## src/rtl/exec_unit_pkg.sv

```systemverilog
// Shared types for the execute ALU: op encoding, operand selects, the decode
// parameter bundle and the controller state type.
package exec_unit_pkg;

  // {bit3, funct3}; bit3 only matters for funct3 000 (SUB) and 101 (SRA)
  typedef logic [3:0] exec_op_t;

  localparam exec_op_t EXEC_OP_ADD  = 4'b0000;
  localparam exec_op_t EXEC_OP_SUB  = 4'b1000;
  localparam exec_op_t EXEC_OP_SLL  = 4'b0001;
  localparam exec_op_t EXEC_OP_SLT  = 4'b0010;
  localparam exec_op_t EXEC_OP_SLTU = 4'b0011;
  localparam exec_op_t EXEC_OP_XOR  = 4'b0100;
  localparam exec_op_t EXEC_OP_SRL  = 4'b0101;
  localparam exec_op_t EXEC_OP_SRA  = 4'b1101;
  localparam exec_op_t EXEC_OP_OR   = 4'b0110;
  localparam exec_op_t EXEC_OP_AND  = 4'b0111;

  typedef enum logic {
    OP1_SEL_RS1 = 1'b0,
    OP1_SEL_PC  = 1'b1
  } op1_sel_t;

  typedef enum logic {
    OP2_SEL_RS2 = 1'b0,
    OP2_SEL_IMM = 1'b1
  } op2_sel_t;

  typedef struct packed {
    exec_op_t exec_op;
    op1_sel_t operand1_sel;
    op2_sel_t operand2_sel;
  } exec_unit_params;

  typedef enum logic {
    ST_IDLE  = 1'b0,
    ST_SHIFT = 1'b1
  } alu_state_t;

  function automatic logic is_shift_op(input logic [2:0] funct3);
    return (funct3 == 3'b001) || (funct3 == 3'b101);
  endfunction

endpackage

```

## src/rtl/exec_alu_unit_if.sv

```systemverilog
// Decode-to-ALU request side and ALU-to-writeback result side, one bundle.
interface exec_alu_unit_if #(
  parameter int XLEN = 32
) ();
  import exec_unit_pkg::*;

  logic            in_valid;
  logic            in_ready;
  exec_unit_params params;
  logic [XLEN-1:0] rs1_val;
  logic [XLEN-1:0] rs2_val;
  logic [XLEN-1:0] pc;
  logic [XLEN-1:0] imm;
  logic            out_valid;
  logic            out_ready;
  logic [XLEN-1:0] result;
  logic            busy;

  modport master (
    output in_valid, params, rs1_val, rs2_val, pc, imm, out_ready,
    input  in_ready, out_valid, result, busy
  );

  modport slave (
    input  in_valid, params, rs1_val, rs2_val, pc, imm, out_ready,
    output in_ready, out_valid, result, busy
  );

endinterface

```

## src/rtl/alu_shift_iter.sv

```systemverilog
// One-bit-per-cycle shifter: loads on start, shifts while busy, pulses done
// in the cycle whose shift produces the final value (presented on shifted).
module alu_shift_iter #(
  parameter int XLEN    = 32,
  parameter int SHAMT_W = 5
) (
  input  logic               clk,
  input  logic               rst_n,
  input  logic               start,
  input  logic [XLEN-1:0]    op_in,
  input  logic [SHAMT_W-1:0] shamt,
  input  logic               dir_right,
  input  logic               arith,
  output logic               busy,
  output logic               done,
  output logic [XLEN-1:0]    shifted
);

  logic [XLEN-1:0]    work_q, work_d;
  logic [SHAMT_W-1:0] cnt_q, cnt_d;
  logic               busy_q, busy_d;
  logic               dir_q, dir_d;
  logic               arith_q, arith_d;

  always_comb begin
    shifted = dir_q ? {arith_q & work_q[XLEN-1], work_q[XLEN-1:1]}
                    : {work_q[XLEN-2:0], 1'b0};
    done    = busy_q && (cnt_q == SHAMT_W'(1));

    work_d  = work_q;
    cnt_d   = cnt_q;
    busy_d  = busy_q;
    dir_d   = dir_q;
    arith_d = arith_q;
    if (start) begin
      work_d  = op_in;
      cnt_d   = shamt;
      busy_d  = 1'b1;
      dir_d   = dir_right;
      arith_d = arith;
    end else if (busy_q) begin
      work_d = shifted;
      cnt_d  = cnt_q - 1'b1;
      if (done) busy_d = 1'b0;
    end
  end

  always_ff @(posedge clk) begin
    if (!rst_n) begin
      work_q  <= '0;
      cnt_q   <= '0;
      busy_q  <= 1'b0;
      dir_q   <= 1'b0;
      arith_q <= 1'b0;
    end else begin
      work_q  <= work_d;
      cnt_q   <= cnt_d;
      busy_q  <= busy_d;
      dir_q   <= dir_d;
      arith_q <= arith_d;
    end
  end

  assign busy = busy_q;

endmodule

```

## src/rtl/exec_alu_unit.sv

```systemverilog
// RV32I execute ALU with registered valid/ready result. FAST_SHIFT_EN selects a
// single-cycle barrel shifter instead of the iterative alu_shift_iter.
//   state    | meaning
//   ST_IDLE  | accepting ops; single-cycle results land here
//   ST_SHIFT | iterative shift running, input held off
module exec_alu_unit
  import exec_unit_pkg::*;
#(
  parameter int XLEN    = 32,
  parameter int SHAMT_W = 5
) (
  input  logic           clk,
  input  logic           rst_n,
  exec_alu_unit_if.slave bus
);

  logic [3:0]             op_bits;
  logic [2:0]             funct3;
  logic                   bit3;
  logic [XLEN-1:0]        op1, op2, alu_res;
  logic signed [XLEN-1:0] sra_val;
  logic [SHAMT_W-1:0]     shamt;
  logic                   is_shift;
  logic                   in_ready;
  logic                   accept;
  logic                   out_valid_q, out_valid_d;
  logic [XLEN-1:0]        result_q, result_d;

  always_comb begin
    op_bits  = bus.params.exec_op;
    funct3   = op_bits[2:0];
    bit3     = op_bits[3];
    op1      = (bus.params.operand1_sel == OP1_SEL_PC)  ? bus.pc  : bus.rs1_val;
    op2      = (bus.params.operand2_sel == OP2_SEL_IMM) ? bus.imm : bus.rs2_val;
    shamt    = op2[SHAMT_W-1:0];
    is_shift = is_shift_op(funct3);
    sra_val  = $signed(op1) >>> shamt;

    alu_res = '0;
    case (funct3)
      3'b000: alu_res = bit3 ? (op1 - op2) : (op1 + op2);
      3'b010: alu_res = {{(XLEN-1){1'b0}}, ($signed(op1) < $signed(op2))};
      3'b011: alu_res = {{(XLEN-1){1'b0}}, (op1 < op2)};
      3'b100: alu_res = op1 ^ op2;
      3'b110: alu_res = op1 | op2;
      3'b111: alu_res = op1 & op2;
`ifdef FAST_SHIFT_EN
      3'b001: alu_res = op1 << shamt;
      3'b101: alu_res = bit3 ? sra_val : (op1 >> shamt);
`else
      // only the zero-amount case completes here; longer shifts go iterative
      3'b001, 3'b101: alu_res = op1;
`endif
    endcase
  end

  assign accept = bus.in_valid && in_ready;

`ifdef FAST_SHIFT_EN

  assign in_ready = !out_valid_q || bus.out_ready;
  assign bus.busy = 1'b0;

  always_comb begin
    out_valid_d = out_valid_q && !bus.out_ready;
    result_d    = result_q;
    if (accept) begin
      out_valid_d = 1'b1;
      result_d    = alu_res;
    end
  end

  always_ff @(posedge clk) begin
    if (!rst_n) begin
      out_valid_q <= 1'b0;
      result_q    <= '0;
    end else begin
      out_valid_q <= out_valid_d;
      result_q    <= result_d;
    end
  end

`else

  alu_state_t      state_q, state_d;
  logic            shift_start, shift_busy, shift_done;
  logic [XLEN-1:0] shift_val;

  assign in_ready    = (state_q == ST_IDLE) && (!out_valid_q || bus.out_ready);
  assign shift_start = accept && is_shift && (shamt != '0);
  assign bus.busy    = shift_busy;

  alu_shift_iter #(
    .XLEN    (XLEN),
    .SHAMT_W (SHAMT_W)
  ) u_shift (
    .clk       (clk),
    .rst_n     (rst_n),
    .start     (shift_start),
    .op_in     (op1),
    .shamt     (shamt),
    .dir_right (funct3[2]),
    .arith     (bit3),
    .busy      (shift_busy),
    .done      (shift_done),
    .shifted   (shift_val)
  );

  always_comb begin
    state_d     = state_q;
    out_valid_d = out_valid_q && !bus.out_ready;
    result_d    = result_q;
    case (state_q)
      ST_IDLE: begin
        if (shift_start) begin
          state_d = ST_SHIFT;
        end else if (accept) begin
          out_valid_d = 1'b1;
          result_d    = alu_res;
        end
      end
      ST_SHIFT: begin
        if (shift_done) begin
          state_d     = ST_IDLE;
          out_valid_d = 1'b1;
          result_d    = shift_val;
        end
      end
      default: state_d = ST_IDLE;
    endcase
  end

  always_ff @(posedge clk) begin
    if (!rst_n) begin
      state_q     <= ST_IDLE;
      out_valid_q <= 1'b0;
      result_q    <= '0;
    end else begin
      state_q     <= state_d;
      out_valid_q <= out_valid_d;
      result_q    <= result_d;
    end
  end

`endif

  assign bus.in_ready  = in_ready;
  assign bus.out_valid = out_valid_q;
  assign bus.result    = result_q;

endmodule
```

## src/flat_wrapper.sv

```systemverilog
// flat-port wrapper written by rule: the top's interface ports become plain ports
module exec_alu_unit_flat import exec_unit_pkg::*;
#(
  parameter int XLEN    = 32,
  parameter int SHAMT_W = 5
)
  (clk, rst_n, bus_in_valid, bus_params, bus_rs1_val, bus_rs2_val, bus_pc, bus_imm, bus_out_ready, bus_in_ready, bus_out_valid, bus_result, bus_busy);
  exec_alu_unit_if #(.XLEN(XLEN)) bus_i ();
  input  logic clk;
  input  logic rst_n;
  input wire logic [$bits(bus_i.in_valid)-1:0] bus_in_valid;
  input wire logic [$bits(bus_i.params)-1:0] bus_params;
  input wire logic [$bits(bus_i.rs1_val)-1:0] bus_rs1_val;
  input wire logic [$bits(bus_i.rs2_val)-1:0] bus_rs2_val;
  input wire logic [$bits(bus_i.pc)-1:0] bus_pc;
  input wire logic [$bits(bus_i.imm)-1:0] bus_imm;
  input wire logic [$bits(bus_i.out_ready)-1:0] bus_out_ready;
  output wire logic [$bits(bus_i.in_ready)-1:0] bus_in_ready;
  output wire logic [$bits(bus_i.out_valid)-1:0] bus_out_valid;
  output wire logic [$bits(bus_i.result)-1:0] bus_result;
  output wire logic [$bits(bus_i.busy)-1:0] bus_busy;
  assign bus_i.in_valid = bus_in_valid;
  assign bus_i.params = bus_params;
  assign bus_i.rs1_val = bus_rs1_val;
  assign bus_i.rs2_val = bus_rs2_val;
  assign bus_i.pc = bus_pc;
  assign bus_i.imm = bus_imm;
  assign bus_i.out_ready = bus_out_ready;
  assign bus_in_ready = bus_i.in_ready;
  assign bus_out_valid = bus_i.out_valid;
  assign bus_result = bus_i.result;
  assign bus_busy = bus_i.busy;
  exec_alu_unit #(.XLEN(XLEN), .SHAMT_W(SHAMT_W)) u_core (.clk(clk), .rst_n(rst_n), .bus(bus_i));
endmodule
```

## config.mk

```make
export PLATFORM = sky130hd
export DESIGN_NAME = exec_alu_unit_flat
export DESIGN_NICKNAME = d
export VERILOG_FILES = /design/src/rtl/exec_unit_pkg.sv /design/src/rtl/exec_alu_unit_if.sv /design/src/rtl/alu_shift_iter.sv /design/src/rtl/exec_alu_unit.sv /design/src/flat_wrapper.sv
export SDC_FILE = /design/constraint.sdc
export NUM_CORES = 1
export LEC_CHECK = 0
export CORE_MARGIN = 8
export CORE_UTILIZATION = 44
export DETAILED_ROUTE_END_ITERATION = 6
export GPL_ROUTABILITY_DRIVEN = 0
export HOLD_SLACK_MARGIN = 0.15
export PLACE_DENSITY = 0.82
export SLEW_MARGIN = 30
export SYNTH_ARGS = -nofsm -noshare
export SYNTH_HDL_FRONTEND = slang
export SYNTH_HIERARCHICAL = 1
export SYNTH_SLANG_ARGS = --single-unit
```

## constraint.sdc

```tcl
create_clock -name clk -period 4.74 [get_ports clk]
set_input_delay 0.948 -clock clk [delete_from_list [all_inputs] [get_ports clk]]
set_output_delay 0.948 -clock clk [all_outputs]
set_load 0.005 [all_outputs]
```

==> metrics.yaml, run 1 <==
status: "finished, final reports clean"
grt_pass1_vias: 11100
stdcell_area_mm2: 0.0121
period_minus_slack_ns: 4.53
synth_edf_count: 0
leakage_nw: 5.00
ys_warn_count: 6
ys_ff_latch: 74
via_per_inst: 6.42
ant_nets: 0
cts_resized: 0
grt_pass1_wl_mm: 58.7
die_y_um: 166
cp.arrival_ns: 4.77
path_max_fanout: 14
relSlewSlack_pct: 39.4
stdcell_count: 1772
boundaryPins: 173
num-nets-final: 1720
tns_ns: 0
start_util_pct: 44.2
crit_path_end_kind: "flop"
die_w_um: 166
async_flop_share_pct: 0
post_cts_buffers: 0
hold_viol: 0
drcViolationCount: 0
syn_area_per_cell_um2: 7.26
clockRootBuffer: "clkbuf_16"
dr_total_vias: 11400
n_antenna_cell: 0
overflow: 0
num_rows: 55
netlist_area_mm2: 0.00988
clk_path_buf_depth: 2
clk_latency_ns: 0.35
yosysUniqueCellTypes: 92
drt_first_pass_iters: 6
p_per_area_mw_per_mm2: 238
p_total_mw: 2.88
yosys_most_used_dff: "dfxtp_1"
dpl_cell_area_mm2: 0.0118
worst_slew_pin_slew_ns: 0.910
post-place-ws_ns: 0.0874
io_buffers: 172
worstPathRequired_ns: 4.97
drt-total-wl_mm: 37.2
areaGrowthSynthToFinish_pct: 22.1
hold_class: "reg2reg"
synthesis.nets: 1600
antenna_found_initial: 0
dp.cells: 1756
wl_per_cell_um: 21.0
grt_usage_pct: 25.7
fin_ws_ns: 0.207
syn-instance-count: 1362
holdBufCountCts: 0
rsz0062_at_grt: "no"
finalSetupViolations: 0
drv_slew: 0
htreeDepth: 3
layout_common_cells: "clkdlybuf4s50_1 (167), nor2_1 (145), nand2_1 (102), a21oi_1 (102), ha_1 (98)"
die-area_mm2: 0.0275
cts.sinks: 74
irDropWorstVdd_uv: 166
final_common_cell: "clkdlybuf4s50_1"
fin_worst_skew_ns: 0.00774
criticalPathCategory: "in2reg"
grt_max_degree: 88
cts_inserted_buffers: 9
drive_gt1_share_pct: 9.68
path_clk_slew_ns: 0.06
core_area_mm2: 0.0224
drt_iter0_drc: 1397
cts_tree: "built"
seq_area_frac_synth_pct: 15.0
place_hpwl_mm: 27.7
finalCoreUtilization_pct: 54.0
timing.final.crit_share_pct: 95.6
fmax_mhz: 221
maxCapViolCount: 0
cp-start-kind: "input pin"
hold_slack_ns: 0.465
[layer usage]
| metal | global-route usage [%] | wire (µm) | vias to the layer above |
|---|---|---|---|
| met2 | 39.8 | 15800 | 849 |
| met3 | 8.39 | 4840 | 166 |
| met4 | 11.1 | 1880 | 0 |
| met1 | 32.0 | 14700 | 5195 |
| met5 | 0 | 0 | - |
| li1 | - | - | 5166 |
[where the power goes]
| group | total (mW) | internal, mW | switching, mW | leakage [nW] |
|---|---|---|---|---|
| clock | 0.712 | 0.423 | 0.289 | 0.149 |
| combinational | 1.43 | 0.598 | 0.836 | 4.25 |
| sequential | 0.730 | 0.678 | 0.0521 | 0.608 |
[sequential cells by signal (all words and copies together), names as in the netlist]
name,flops
u_core/u_shift/dir_q,1
u_core/bus.result,32
u_core/u_shift/work_q,32
u_core/u_shift/arith_q,1
u_core/u_shift/cnt_q,5
u_core/u_shift/busy,1
u_core/state_q,1
u_core/bus.out_valid,1
[cell families (layout without fill, tap and decap cells)]
family,after synthesis,after routing,synth area share (%)
xor gates and xnor gates,25,25,2.22
DFF,74,74,15.0
and+or+nand+nor,419,419,19.6
muxes,102,102,11.0
AOI/OAI and AO/OA,442,442,30.7
adders and majority gates,100,100,12.8
buffers and inverters,200,325,8.68
[layout make-up]
class                      instances  area (µm²)
multi-input combinational       1088        7550
inverter                         100         375
sequential                        74        1480
clock buffer                      10         239
clock inverter                     6        65.1
tap                              285         357
fill                            2070       10300
timing repair buffer             209        2000
[path summary, 6_finish.rpt]
path	startpoint	to	slack [ns]	cells past startpoint
setup reg to reg	u_core/u_shift/cnt_q[0]$_SDFFE_PN0P_	u_core/bus.result[14]$_SDFFE_PN0P_	1.57	8
hold reg to reg	u_core/bus.result[7]$_SDFFE_PN0P_	u_core/bus.result[7]$_SDFFE_PN0P_	0.47	2
setup / recovery	bus_params[0]	u_core/bus.result[29]$_SDFFE_PN0P_	0.21	13
hold / removal	u_core/bus.result[7]$_SDFFE_PN0P_	u_core/bus.result[7]$_SDFFE_PN0P_	0.47	2
[cells in the mapped netlist (all sizes together) (5+ instances only)]
cell type | n | area (µm²)
clkbuf | 63 | 236
nand3 | 52 | 270
a21o | 15 | 113
a31o | 7 | 61.3
o31ai | 39 | 327
dfxtp | 74 | 1480
o21a | 7 | 52.6
inv | 97 | 364
nor4 | 9 | 62.6
mux2 | 49 | 556
a22oi | 10 | 75.1
a31oi | 16 | 100
o21bai | 8 | 60.1
buf | 37 | 246
o211a | 8 | 80.1
a21oi | 106 | 542
nand2 | 102 | 383
o221ai | 6 | 52.6
nor2b | 16 | 100
ha | 98 | 1230
nor2 | 146 | 548
xor2 | 5 | 43.8
a211oi | 20 | 155
nand2b | 10 | 62.6
o211ai | 33 | 262
o21ai | 103 | 519
nor3 | 36 | 180
or3 | 19 | 119
xnor2 | 20 | 175
a221oi | 11 | 96.3
mux2i | 53 | 531
a2111oi | 9 | 120
nand4 | 5 | 37.5
and2 | 5 | 31.3
a21boi | 6 | 48.8
[worst max-delay path, cell delays in order]
cell      delay [ns]
buf_2           0.40
buf_4           0.28
mux2i_1         0.41
ha_1            0.37
nand2_1         0.23
nor4_1          0.40
nand4b_1        0.28
a21oi_2         0.35
a21o_1          0.23
o211ai_1        0.12
a221oi_1        0.48
xnor2_1         0.17
o21ai_0         0.09
Note: power is estimated with default switching activity, not from simulation.
==> run 2, diff against run 1 <==
--- a/config.mk
+++ b/config.mk
@@ -11,6 +11,7 @@
 export GPL_ROUTABILITY_DRIVEN = 0
 export HOLD_SLACK_MARGIN = 0.15
 export PLACE_DENSITY = 0.82
+export SKIP_LAST_GASP = 1
 export SLEW_MARGIN = 30
 export SYNTH_ARGS = -nofsm -noshare
 export SYNTH_HDL_FRONTEND = slang
==> results of run 2 <==
No change in the layout: final DEF, timing and power equal those of run 1.
==> run 3, diff against run 2 <==
==> constraint.sdc (replaced) <==
create_clock -name clk -period 4.1 [get_ports clk]
set_input_delay 0.82 -clock clk [delete_from_list [all_inputs] [get_ports clk]]
set_output_delay 0.82 -clock clk [all_outputs]
set_load 0.005 [all_outputs]
==> metrics.yaml, run 3 (synthesis gave the netlist of run 1 again) <==
p_comb_share_pct: 49.0  # -0.9 points
rsz0062_at_grt: "no"
via_per_inst: 6.35  # -1.1%
worstPathRequired_ns: 4.35  # -0.62 ns
clk_latency_ns: 0.35  # about the same
num-nets-final: 1793  # +4.2%
holdPathStages: 2  # unchanged
cts.sinks: 74  # unchanged
hold_viol: 0  # unchanged
maxCapViolCount: 0  # unchanged
clockRootBuffer: "clkbuf_16"
layout_common_cells: "clkdlybuf4s50_1 (167), nor2_1 (145), buf_4 (107)"
seqCellArea_mm2: 0.00148  # -0.17%
drive_gt1_share_pct: 13.8  # +4.1 points
die_y_um: 166  # unchanged
r2r_cells: 10  # +2
path_clk_slew_ns: 0.07  # about the same
crit_path_end_kind: "flop"
n_antenna_cell: 0  # unchanged
io_buffers: 172  # unchanged
crit_slowest_cell: "clkdlybuf4s50_1"
htreeDepth: 3  # unchanged
cp.arrival_ns: 4.19  # -0.58 ns
criticalPathCategory: "in2reg"
multi_input_area_mm2: 0.00756  # about the same
relSlewSlack_pct: 34.8  # -4.5 points
post-place-ws_ns: -0.191  # -0.279 ns
core_area_mm2: 0.0224  # unchanged
period_minus_slack_ns: 3.94
finalSetupViolations: 0  # unchanged
crit_family: "compound AO/OA/AOI/OAI gates"
timing.final.crit_share_pct: 96.1
boundaryPins: 173  # unchanged
die_w_um: 166  # unchanged
grt_max_degree: 88  # unchanged
cp_num_buf_inv: 2  # unchanged
final_common_cell: "clkdlybuf4s50_1"
reg2reg_from: "u_core/u_shift/cnt_q[0]$_SDFFE_PN0P_"
dr_total_vias: 11700  # +2.9%
fin_worst_skew_ns: 0.00877  # +0.00103 ns
intPower_mw: 2.24  # +32%
drcViolationCount: 1  # +1
drt-total-wl_mm: 38.6  # +3.7%
start_util_pct: 44.2  # unchanged
drt_first_pass_iters: 7  # +1
place_hpwl_mm: 29.0  # +4.7%
drv_slew: 0  # unchanged
overflow: 0  # unchanged
drt_iter0_drc: 1489  # +6.6%
swShare_pct: 38.5  # -2.4 points
stdcell_area_mm2: 0.0127  # +5.2%
ant_nets: 0  # unchanged
p_per_area_mw_per_mm2: 286  # +20%
num-fill-cells: 2001  # -3.3%
cts_inserted_buffers: 9  # unchanged
worstHoldStart: "u_core/bus.result[7]$_SDFFE_PN0P_"
holdBufCountCts: 0  # unchanged
grt_pass1_wl_mm: 61.8  # +5.2%
crit_chain: "clkdlybuf4s50_1 > mux2i_1 > inv_1 > ha_1 > fa_1 > nor2_1 > o2111ai_2 > nand4_2 > a2111oi_4 > o2111ai_1 > a21oi_1 > or3_1 > a31o_1 > a32o_1"
grt_usage_pct: 27.0  # +1.3 points
cts_tree: "built"
dpl_cell_area_mm2: 0.0123  # +4.7%
min_to: "u_core/bus.result[7]$_SDFFE_PN0P_"
hold_class: "reg2reg"
cp-start-kind: "input pin"
worst_slew_pin_slew_ns: 0.976  # +0.0666 ns
p_total_mw: 3.64  # +26%
power_switching_mw: 1.40  # +19%
areaGrowthSynthToFinish_pct: 28.5
cp_slowest_stage_delay_ns: 0.42  # -0.06 ns
fin_ws_ns: 0.161  # -0.0454 ns
fmax_mhz: 254
num_rows: 55  # unchanged
rr_endpoint: "u_core/bus.result[13]$_SDFFE_PN0P_"
irDropWorstVdd_uv: 187  # +13%
leakage_nw: 5.39  # +7.8%
r2r_slack_ns: 1.23  # -0.34 ns
clk_path_buf_depth: 2  # unchanged
antenna_found_initial: 0  # unchanged
grt_pass1_vias: 11800  # +6.3%
clkPwrFrac_pct: 27.9  # +3.1 points
wl_per_cell_um: 20.9  # -0.38%
path_max_fanout: 3  # -11
failed_checks: "design-rule violations"
power_frac_seq_pct: 23.2  # -2.2 points
die-area_mm2: 0.0275  # unchanged
status: "complete, but fails checks"
-- run 3: changes by cell type in the layout (fill, tap and decap cells not counted), sizes merged --
cell | before | now
buf | 42 | 115
bufinv | 1 | 4
clkbuf | 10 | 11
clkinv | 6 | 4
clkinvlp | 1 | 0
inv | 98 | 97
-- run 3: tightest hold or removal path, stage by stage, from the launching register on --
cell and delay [ns]:
dfxtp_1 0.32, nand3_1 0.06, nand2_1 0.04
-- run 3: layout make-up --
type	count	area share [%]
clock buffers	11	1.91
clock inverters	5	0.985
inverters	100	2.96
multi-input cells	1088	59.5
flip-flops and latches	74	11.7
well taps	285	2.81
repair buffers	282	20.2
-- run 3: power groups by stage --
stage	clock, mW	sequential, mW	combinational, mW
2_1_floorplan	0	0.834	1.08
4_1_cts	1.02	0.840	1.73
3_3_place_gp	0	0.853	1.68
3_5_place_dp	0	0.855	1.71
6_report	1.01	0.843	1.78
5_1_grt	1.05	0.848	1.92
-- run 3: how the worst max path moves through the flow --
stage | from | end | slack, ns | cells past startpoint
2_1_floorplan | bus_params[0] | u_core/bus.result[27]$_SDFFE_PN0P_ | -0.06 | 14
3_3_place_gp | bus_imm[0] | u_core/bus.result[24]$_SDFFE_PN0P_ | -0.002 | 14
3_5_place_dp | bus_rs2_val[0] | u_core/bus.result[30]$_SDFFE_PN0P_ | -0.19 | 16
4_1_cts | bus_rs2_val[0] | u_core/bus.result[30]$_SDFFE_PN0P_ | 0.17 | 16
5_1_grt | bus_params[0] | u_core/bus.result[27]$_SDFFE_PN0P_ | 0.003 | 14
6_report | bus_imm[0] | u_core/bus.result[24]$_SDFFE_PN0P_ | 0.16 | 14
-- run 3: stage by stage --
step           utilization, %  std cells  setup TNS (ns)  hold slack (ns)
2_1_floorplan               -       1362         -0.0615            0.450
3_3_place_gp             55.1       1828        -0.00231            0.446
3_5_place_dp             55.1       1828          -0.390            0.455
4_1_cts                  56.7       1844               0            0.463
5_1_grt                  56.8       1845               0            0.492
6_report                 56.8       1845               0            0.462
-- run 3: what timing repair did --
| action | in CTS | in global routing |
|---|---|---|
| buffers inserted | 0 | 1 |
| resized for setup | 0 | 1 |
| endpoints found under the hold margin | 0 | 0 |
| endpoints found under the setup margin | 0 | 1 |
-- run 3: layer usage --
metal | global-route usage [%] | routed length [µm] | up-vias
met2 | 42.8 | 16700 | 853
met3 | 7.68 | 4800 | 197
li1 | - | - | 5305
met5 | 0 | 0 | -
met4 | 13.4 | 1900 | 0
met1 | 32.9 | 15200 | 5354
